## src/rtl/register_file_pkg.sv

```systemverilog
// ============================================================================
// Module  : register_file_pkg
// Brief   : Shared sizing constants and reserved index/tag encodings for the
//           architectural register file.
// Revision: 1.0 - initial release
// ============================================================================
`default_nettype none

package register_file_pkg;
  localparam int DEF_REG_NUM      = 32;
  localparam int DEF_XLEN         = 32;
  localparam int DEF_ROB_ID_WIDTH = 5;
  localparam int IDX_W            = 5;

  localparam logic [IDX_W-1:0]            ZERO_REG  = 5'd0;
  localparam logic [DEF_ROB_ID_WIDTH-1:0] TAG_READY = 5'd0;
endpackage

`default_nettype wire

```

## src/rtl/register_file.sv

```systemverilog
// ============================================================================
// Module  : register_file
// Brief   : Architectural register file with per-register rename tags.
//           Commit-to-read bypass on both read ports; rollback clears all tags.
// Revision: 1.0 - initial release
// ============================================================================
`default_nettype none

module register_file
  import register_file_pkg::*;
#(
  parameter int REG_NUM      = DEF_REG_NUM,
  parameter int XLEN         = DEF_XLEN,
  parameter int ROB_ID_WIDTH = DEF_ROB_ID_WIDTH
) (
  input  logic                    clk_in,
  input  logic                    rst_in,
  input  logic                    rdy_in,
  input  logic [IDX_W-1:0]        rs1_from_dispatcher,
  input  logic [IDX_W-1:0]        rs2_from_dispatcher,
  output logic [ROB_ID_WIDTH-1:0] Q1_to_dispatcher,
  output logic [ROB_ID_WIDTH-1:0] Q2_to_dispatcher,
  output logic [XLEN-1:0]         V1_to_dispatcher,
  output logic [XLEN-1:0]         V2_to_dispatcher,
  input  logic                    en_signal_from_dispatcher,
  input  logic [IDX_W-1:0]        rd_from_dispatcher,
  input  logic [ROB_ID_WIDTH-1:0] rob_id_from_dispatcher,
  input  logic                    commit_flag,
  input  logic [IDX_W-1:0]        rd_from_rob,
  input  logic [ROB_ID_WIDTH-1:0] Q_from_rob,
  input  logic [XLEN-1:0]         V_from_rob,
  input  logic                    rollback_flag
);

  localparam logic [ROB_ID_WIDTH-1:0] TAG_R = ROB_ID_WIDTH'(TAG_READY);

  logic [XLEN-1:0]         v_q [0:REG_NUM-1];
  logic [XLEN-1:0]         v_d [0:REG_NUM-1];
  logic [ROB_ID_WIDTH-1:0] q_q [0:REG_NUM-1];
  logic [ROB_ID_WIDTH-1:0] q_d [0:REG_NUM-1];

  logic commit_live;
  logic rename_live;

  assign commit_live = rdy_in && commit_flag && (rd_from_rob != ZERO_REG);
  assign rename_live = rdy_in && !rollback_flag && en_signal_from_dispatcher &&
                       (rd_from_dispatcher != ZERO_REG);

  // Commit is applied first so a same-cycle rename of the same rd overrides the tag clear.
  always_comb begin
    for (int i = 0; i < REG_NUM; i++) begin
      v_d[i] = v_q[i];
      q_d[i] = q_q[i];
    end
    if (commit_live) begin
      v_d[rd_from_rob] = V_from_rob;
      if (q_q[rd_from_rob] == Q_from_rob) begin
        q_d[rd_from_rob] = TAG_R;
      end
    end
    if (rdy_in && rollback_flag) begin
      for (int i = 0; i < REG_NUM; i++) begin
        q_d[i] = TAG_R;
      end
    end
    if (rename_live) begin
      q_d[rd_from_dispatcher] = rob_id_from_dispatcher;
    end
  end

  always_ff @(posedge clk_in) begin
    if (rst_in) begin
      for (int i = 0; i < REG_NUM; i++) begin
        v_q[i] <= '0;
        q_q[i] <= TAG_R;
      end
    end else begin
      for (int i = 0; i < REG_NUM; i++) begin
        v_q[i] <= v_d[i];
        q_q[i] <= q_d[i];
      end
    end
  end

  // A committing value is forwarded; its tag clears only if no younger rename owns the register.
  function automatic logic [ROB_ID_WIDTH+XLEN-1:0] read_port(input logic [IDX_W-1:0] idx);
    logic [ROB_ID_WIDTH-1:0] tag;
    logic [XLEN-1:0]         val;
    tag = TAG_R;
    val = '0;
    if (idx != ZERO_REG) begin
      tag = q_q[idx];
      val = v_q[idx];
      if (commit_flag && (rd_from_rob == idx)) begin
        val = V_from_rob;
        if (q_q[idx] == Q_from_rob) begin
          tag = TAG_R;
        end
      end
    end
    return {tag, val};
  endfunction

  assign {Q1_to_dispatcher, V1_to_dispatcher} = read_port(rs1_from_dispatcher);
  assign {Q2_to_dispatcher, V2_to_dispatcher} = read_port(rs2_from_dispatcher);

endmodule

`default_nettype wire

```

## config.mk

```make
export PLATFORM = sky130hd
export DESIGN_NAME = register_file
export DESIGN_NICKNAME = d
export VERILOG_FILES = /design/src/rtl/register_file_pkg.sv /design/src/rtl/register_file.sv
export SDC_FILE = /design/constraint.sdc
export NUM_CORES = 2
export LEC_CHECK = 0
export BUFFER_PORTS_ARGS = -buffer_cell sky130_fd_sc_hd__buf_4
export CAP_MARGIN = 20
export CELL_PAD_IN_SITES_DETAIL_PLACEMENT = 0
export CELL_PAD_IN_SITES_GLOBAL_PLACEMENT = 2
export CORE_ASPECT_RATIO = 1.75
export CORE_MARGIN = 2
export CORE_UTILIZATION = 37
export CTS_CLUSTER_DIAMETER = 40
export DETAILED_ROUTE_END_ITERATION = 10
export GPL_ROUTABILITY_DRIVEN = 0
export GPL_TIMING_DRIVEN = 1
export PLACE_DENSITY_LB_ADDON = 0.3
export SLEW_MARGIN = 10
export SYNTH_ARGS = -nofsm -noshare
export SYNTH_HDL_FRONTEND = slang
export SYNTH_SLANG_ARGS = --single-unit
```

## constraint.sdc

```tcl
create_clock -name clk_in -period 2.7 [get_ports clk_in]
set_input_delay 0.27 -clock clk_in [delete_from_list [all_inputs] [get_ports clk_in]]
set_output_delay 0.27 -clock clk_in [all_outputs]
set_load 0.01 [all_outputs]
```

==> metrics.txt <==
# TYPE chip_impl_metric gauge
chip_impl_info{name="outcome",value="finished, violations left"} 1
chip_impl_info{name="violations",value="negative setup slack"} 1
chip_impl_metric{name="post_synth_inst_count",unit=""} 6623
chip_impl_metric{name="timing.critical_path.fanout_max",unit=""} 4
chip_impl_metric{name="route.detailed.vias_per_inst",unit=""} 6.15
chip_impl_metric{name="die-area",unit="mm2"} 0.172
chip_impl_metric{name="finish.utilization",unit="%"} 46.6
chip_impl_metric{name="pwr-share-comb",unit="%"} 9.6
chip_impl_metric{name="setup_viol_count_final",unit=""} 228
chip_impl_info{name="final_common_cell",value="sky130_fd_sc_hd__nand2_1"} 1
chip_impl_info{name="worstHoldPathType",value="in2reg"} 1
chip_impl_metric{name="num-fill-cells",unit=""} 15685
chip_impl_metric{name="timing.final.hold_violations",unit=""} 0
chip_impl_metric{name="synth_seq_area_share",unit="%"} 37.9
chip_impl_metric{name="io_buffers",unit=""} 141
chip_impl_metric{name="critPathArrivalTime",unit="ns"} 3.47
chip_impl_metric{name="cts-root-to-sink-buffers",unit=""} 4
chip_impl_metric{name="clkTransAtPathRegs",unit="ns"} 0.07
chip_impl_metric{name="post-dp-hpwl",unit="um"} 179000
chip_impl_metric{name="synth_top_cell_area_share",unit="%"} 37.9
chip_impl_metric{name="clk-insertion-delay-late",unit="ns"} 0.82
chip_impl_metric{name="route.detailed.wl_per_inst",unit="um"} 32.0
chip_impl_metric{name="initial_utilization",unit="%"} 37.2
chip_impl_metric{name="fp.dieW",unit="um"} 315
chip_impl_metric{name="syn_area_per_cell",unit="um2"} 9.44
chip_impl_metric{name="antenna_found_initial",unit=""} 7
chip_impl_metric{name="cts-buffers-inserted",unit=""} 148
chip_impl_metric{name="layout_setup_ws",unit="ns"} -1.04
chip_impl_metric{name="final_std_cells_w_o_fill",unit=""} 9223
chip_impl_metric{name="pin_count",unit=""} 142
chip_impl_metric{name="postSynth.asyncResetShare",unit="%"} 0
chip_impl_metric{name="fin_worst_skew",unit="ns"} 0.0751
chip_impl_info{name="endpoint_kind",value="output pin"} 1
chip_impl_metric{name="drt_wl_total",unit="um"} 295000
chip_impl_info{name="timing.critical_path.from_type",value="flip-flop"} 1
chip_impl_metric{name="synth.lib_cells_used.distinct",unit=""} 48
chip_impl_metric{name="cts_htree_levels",unit=""} 4
chip_impl_metric{name="hold_slack",unit="ns"} 0.0395
chip_impl_metric{name="max_capacitance_violation_count",unit=""} 0
chip_impl_metric{name="setup_tns",unit="ns"} -81.99
chip_impl_metric{name="synth.net_count",unit=""} 6691
chip_impl_metric{name="placed_cells",unit=""} 8867
chip_impl_metric{name="swShare",unit="%"} 26.1
chip_impl_metric{name="drt_first_iter_violations",unit=""} 5949
chip_impl_metric{name="synth-edff-count",unit=""} 0
chip_impl_metric{name="multi_input_area",unit="mm2"} 0.0373
chip_impl_metric{name="gr-total-overflow",unit=""} 0
chip_impl_info{name="kind_of_critical_path",value="reg2out"} 1
chip_impl_metric{name="leakage_power",unit="uW"} 0.0260
chip_impl_metric{name="maxClockFrequency",unit="MHz"} 267
chip_impl_metric{name="fp.dieH",unit="um"} 548
chip_impl_metric{name="remaining_drc_errors",unit=""} 0
chip_impl_metric{name="min_clock_period_post_route",unit="ns"} 3.74
chip_impl_metric{name="first_global_vias",unit=""} 55717
chip_impl_info{name="post-synth-top-area-cell",value="sky130_fd_sc_hd__dfxtp_1"} 1
chip_impl_metric{name="first_pass_grt_wire_length",unit="um"} 414000
chip_impl_metric{name="power.sequential.fraction",unit="%"} 41.4
chip_impl_metric{name="pwr_density_cell",unit="mW/mm2"} 542
chip_impl_metric{name="power.net_switching",unit="uW"} 11100
chip_impl_metric{name="ys_ff_latch",unit=""} 1184
chip_impl_metric{name="timing.slew.headroom",unit="%"} 40.2
chip_impl_metric{name="num_rows",unit=""} 199
chip_impl_info{name="cell_types_occupying_the_most_area_after_synthesis",value="sky130_fd_sc_hd__dfxtp_1 (38%), sky130_fd_sc_hd__mux4_2 (26%), sky130_fd_sc_hd__nand2_1 (12%)"} 1
chip_impl_metric{name="p_int",unit="uW"} 31300
chip_impl_metric{name="yosys_warnings",unit=""} 0
chip_impl_info{name="rsz0062_at_grt",value="yes"} 1
chip_impl_metric{name="grt_start_max_net_pins",unit=""} 186
chip_impl_metric{name="critical_path_required",unit="ns"} 2.43
chip_impl_metric{name="worst-slew-pin-transition",unit="ns"} 0.898
chip_impl_metric{name="firstDrtPassIters",unit=""} 7
chip_impl_info{name="synth_top_flop_cell",value="sky130_fd_sc_hd__dfxtp_1"} 1
chip_impl_metric{name="post-place-ws",unit="ns"} -0.540
chip_impl_metric{name="clockPowerShare",unit="%"} 48.9
chip_impl_metric{name="syn-cell-area",unit="mm2"} 0.0625
chip_impl_metric{name="final_net_count",unit=""} 6965
chip_impl_metric{name="slew_violations",unit=""} 0
chip_impl_metric{name="postRouteAntennaNets",unit=""} 0
chip_impl_metric{name="drive_above_1_share",unit="%"} 32.3
chip_impl_metric{name="grt_use_total",unit="%"} 33.5
chip_impl_info{name="cts_tree",value="yes"} 1
chip_impl_info{name="ctsRootBufferMaster",value="sky130_fd_sc_hd__clkbuf_16"} 1
chip_impl_metric{name="timing.final.crit_share",unit="%"} 138
chip_impl_metric{name="worst-r2r-setup-slack",unit="ns"} -0.50
chip_impl_metric{name="vias_after_detailed_routing",unit=""} 56752
chip_impl_info{name="most_used_cells_in_the_layout_excluding_fill_and_tap_cells",value="sky130_fd_sc_hd__nand2_1 (2026), sky130_fd_sc_hd__a21oi_1 (998), sky130_fd_sc_hd__dfxtp_1 (957)"} 1
chip_impl_metric{name="core-area",unit="mm2"} 0.168
chip_impl_metric{name="syn2layout_area_growth",unit="%"} 25.1
chip_impl_metric{name="clock_sinks",unit=""} 1184
chip_impl_metric{name="irDropWorstVdd",unit="uV"} 451
chip_impl_metric{name="regArea",unit="mm2"} 0.0240
==> layer usage <==
layer	GRT usage, %	vias up	wire length (um)
met4	23.3	4	23000
li1	-	24219	-
met1	38.4	28497	104000
met2	56.7	3043	145000
met5	0	-	27
met3	5.42	989	22300
==> cells in the mapped netlist (2+ instances only) <==
master,instances
sky130_fd_sc_hd__or3_1,3
sky130_fd_sc_hd__nand2_1,2057
sky130_fd_sc_hd__mux2i_1,158
sky130_fd_sc_hd__a211oi_1,113
sky130_fd_sc_hd__o211ai_1,2
sky130_fd_sc_hd__nand3_1,165
sky130_fd_sc_hd__nor2_1,122
sky130_fd_sc_hd__nand2b_1,11
sky130_fd_sc_hd__or4_1,2
sky130_fd_sc_hd__mux4_2,722
sky130_fd_sc_hd__buf_2,67
sky130_fd_sc_hd__dfxtp_1,1184
sky130_fd_sc_hd__buf_1,22
sky130_fd_sc_hd__nor2b_1,67
sky130_fd_sc_hd__a22oi_1,2
sky130_fd_sc_hd__mux2_2,7
sky130_fd_sc_hd__o221ai_1,2
sky130_fd_sc_hd__or2_2,5
sky130_fd_sc_hd__buf_4,50
sky130_fd_sc_hd__and2_1,7
sky130_fd_sc_hd__nor4_1,3
sky130_fd_sc_hd__a22o_1,3
sky130_fd_sc_hd__nand4_1,3
sky130_fd_sc_hd__nand3b_1,4
sky130_fd_sc_hd__nor4_2,3
sky130_fd_sc_hd__inv_1,2
sky130_fd_sc_hd__nor4_4,30
sky130_fd_sc_hd__buf_6,12
sky130_fd_sc_hd__a221oi_1,2
sky130_fd_sc_hd__xor2_1,15
sky130_fd_sc_hd__a21oi_1,1024
sky130_fd_sc_hd__o21ai_0,2
sky130_fd_sc_hd__and2_0,4
sky130_fd_sc_hd__o22ai_1,160
sky130_fd_sc_hd__clkbuf_1,525
sky130_fd_sc_hd__clkbuf_2,30
sky130_fd_sc_hd__xnor2_1,10
sky130_fd_sc_hd__nor3_1,13
==> final cells by class <==
class / instances / share of cell area, %
Sequential cell: 1184 / 30.7
Multi-Input combinational cell: 4730 / 47.7
Inverter: 3 / 0.0144
Clock inverter: 64 / 1.05
Clock buffer: 193 / 5.30
Tap cell: 2211 / 3.54
Timing Repair Buffer: 830 / 11.7
Antenna cell: 8 / 0.0256
==> kinds of logic after synthesis <==
kind of cell,count (synthesis),synth area share (%)
simple gates,2506,16.8
xor+xnor,25,0.350
mux,887,28.7
compound gates,1312,11.3
buf+inv,709,4.90
flops,1184,37.9
==> what timing repair did <==
action                                  4_1_cts  5_1_grt
hold buffers                                 32        0
endpoints found under the setup margin      229      229
gates resized for setup                     386      149
hold endpoints to repair                    855        0
buffers inserted                             36       27
cloned                                       14        7
pin swaps                                   123       27
==> through the flow <==
stage,power (uW),instance area (um2)
global route,43400,78200
global placement,21600,70100
floorplan,20000,62500
finish,42400,78200
CTS,42400,77400
detailed placement,21600,70100
==> power by group through the flow <==
| stage | registers (uW) | clock network, uW | logic (uW) |
|---|---|---|---|
| floorplan | 17900 | 0 | 2080 |
| CTS | 17600 | 20900 | 3960 |
| global route | 17600 | 21600 | 4220 |
| detailed placement | 18000 | 0 | 3660 |
| finish | 17600 | 20700 | 4090 |
| global placement | 18000 | 0 | 3650 |
==> critical path, stage by stage, from the launching register on <==
cell                      delay, ns
sky130_fd_sc_hd__dfxtp_4       0.36
sky130_fd_sc_hd__mux4_2        0.46
sky130_fd_sc_hd__mux4_2        0.61
sky130_fd_sc_hd__mux2_4        0.32
sky130_fd_sc_hd__xor2_1        0.14
sky130_fd_sc_hd__nor2_1        0.13
sky130_fd_sc_hd__nand2_1       0.12
sky130_fd_sc_hd__nor4_4        0.15
sky130_fd_sc_hd__buf_4         0.16
sky130_fd_sc_hd__nor3_1        0.04
sky130_fd_sc_hd__buf_4         0.17
==> sequential cells by signal (all words and copies together) (netlist names) <==
name / flops
v_q: 1024
q_q: 160
==> worst paths after layout <==
| path | start | endpoint | cells past startpoint |
|---|---|---|---|
| worst min-delay path | V_from_rob[30] | v_q[18][30] | 4 |
| worst max register to register | q_q[27][4] | q_q[22][4] | 13 |
| worst max-delay path | q_q[8][4] | Q1_to_dispatcher[0] | 10 |
| worst min register to register | v_q[27][5] | v_q[27][5] | 2 |
Power figures use the tool's default switching activity.
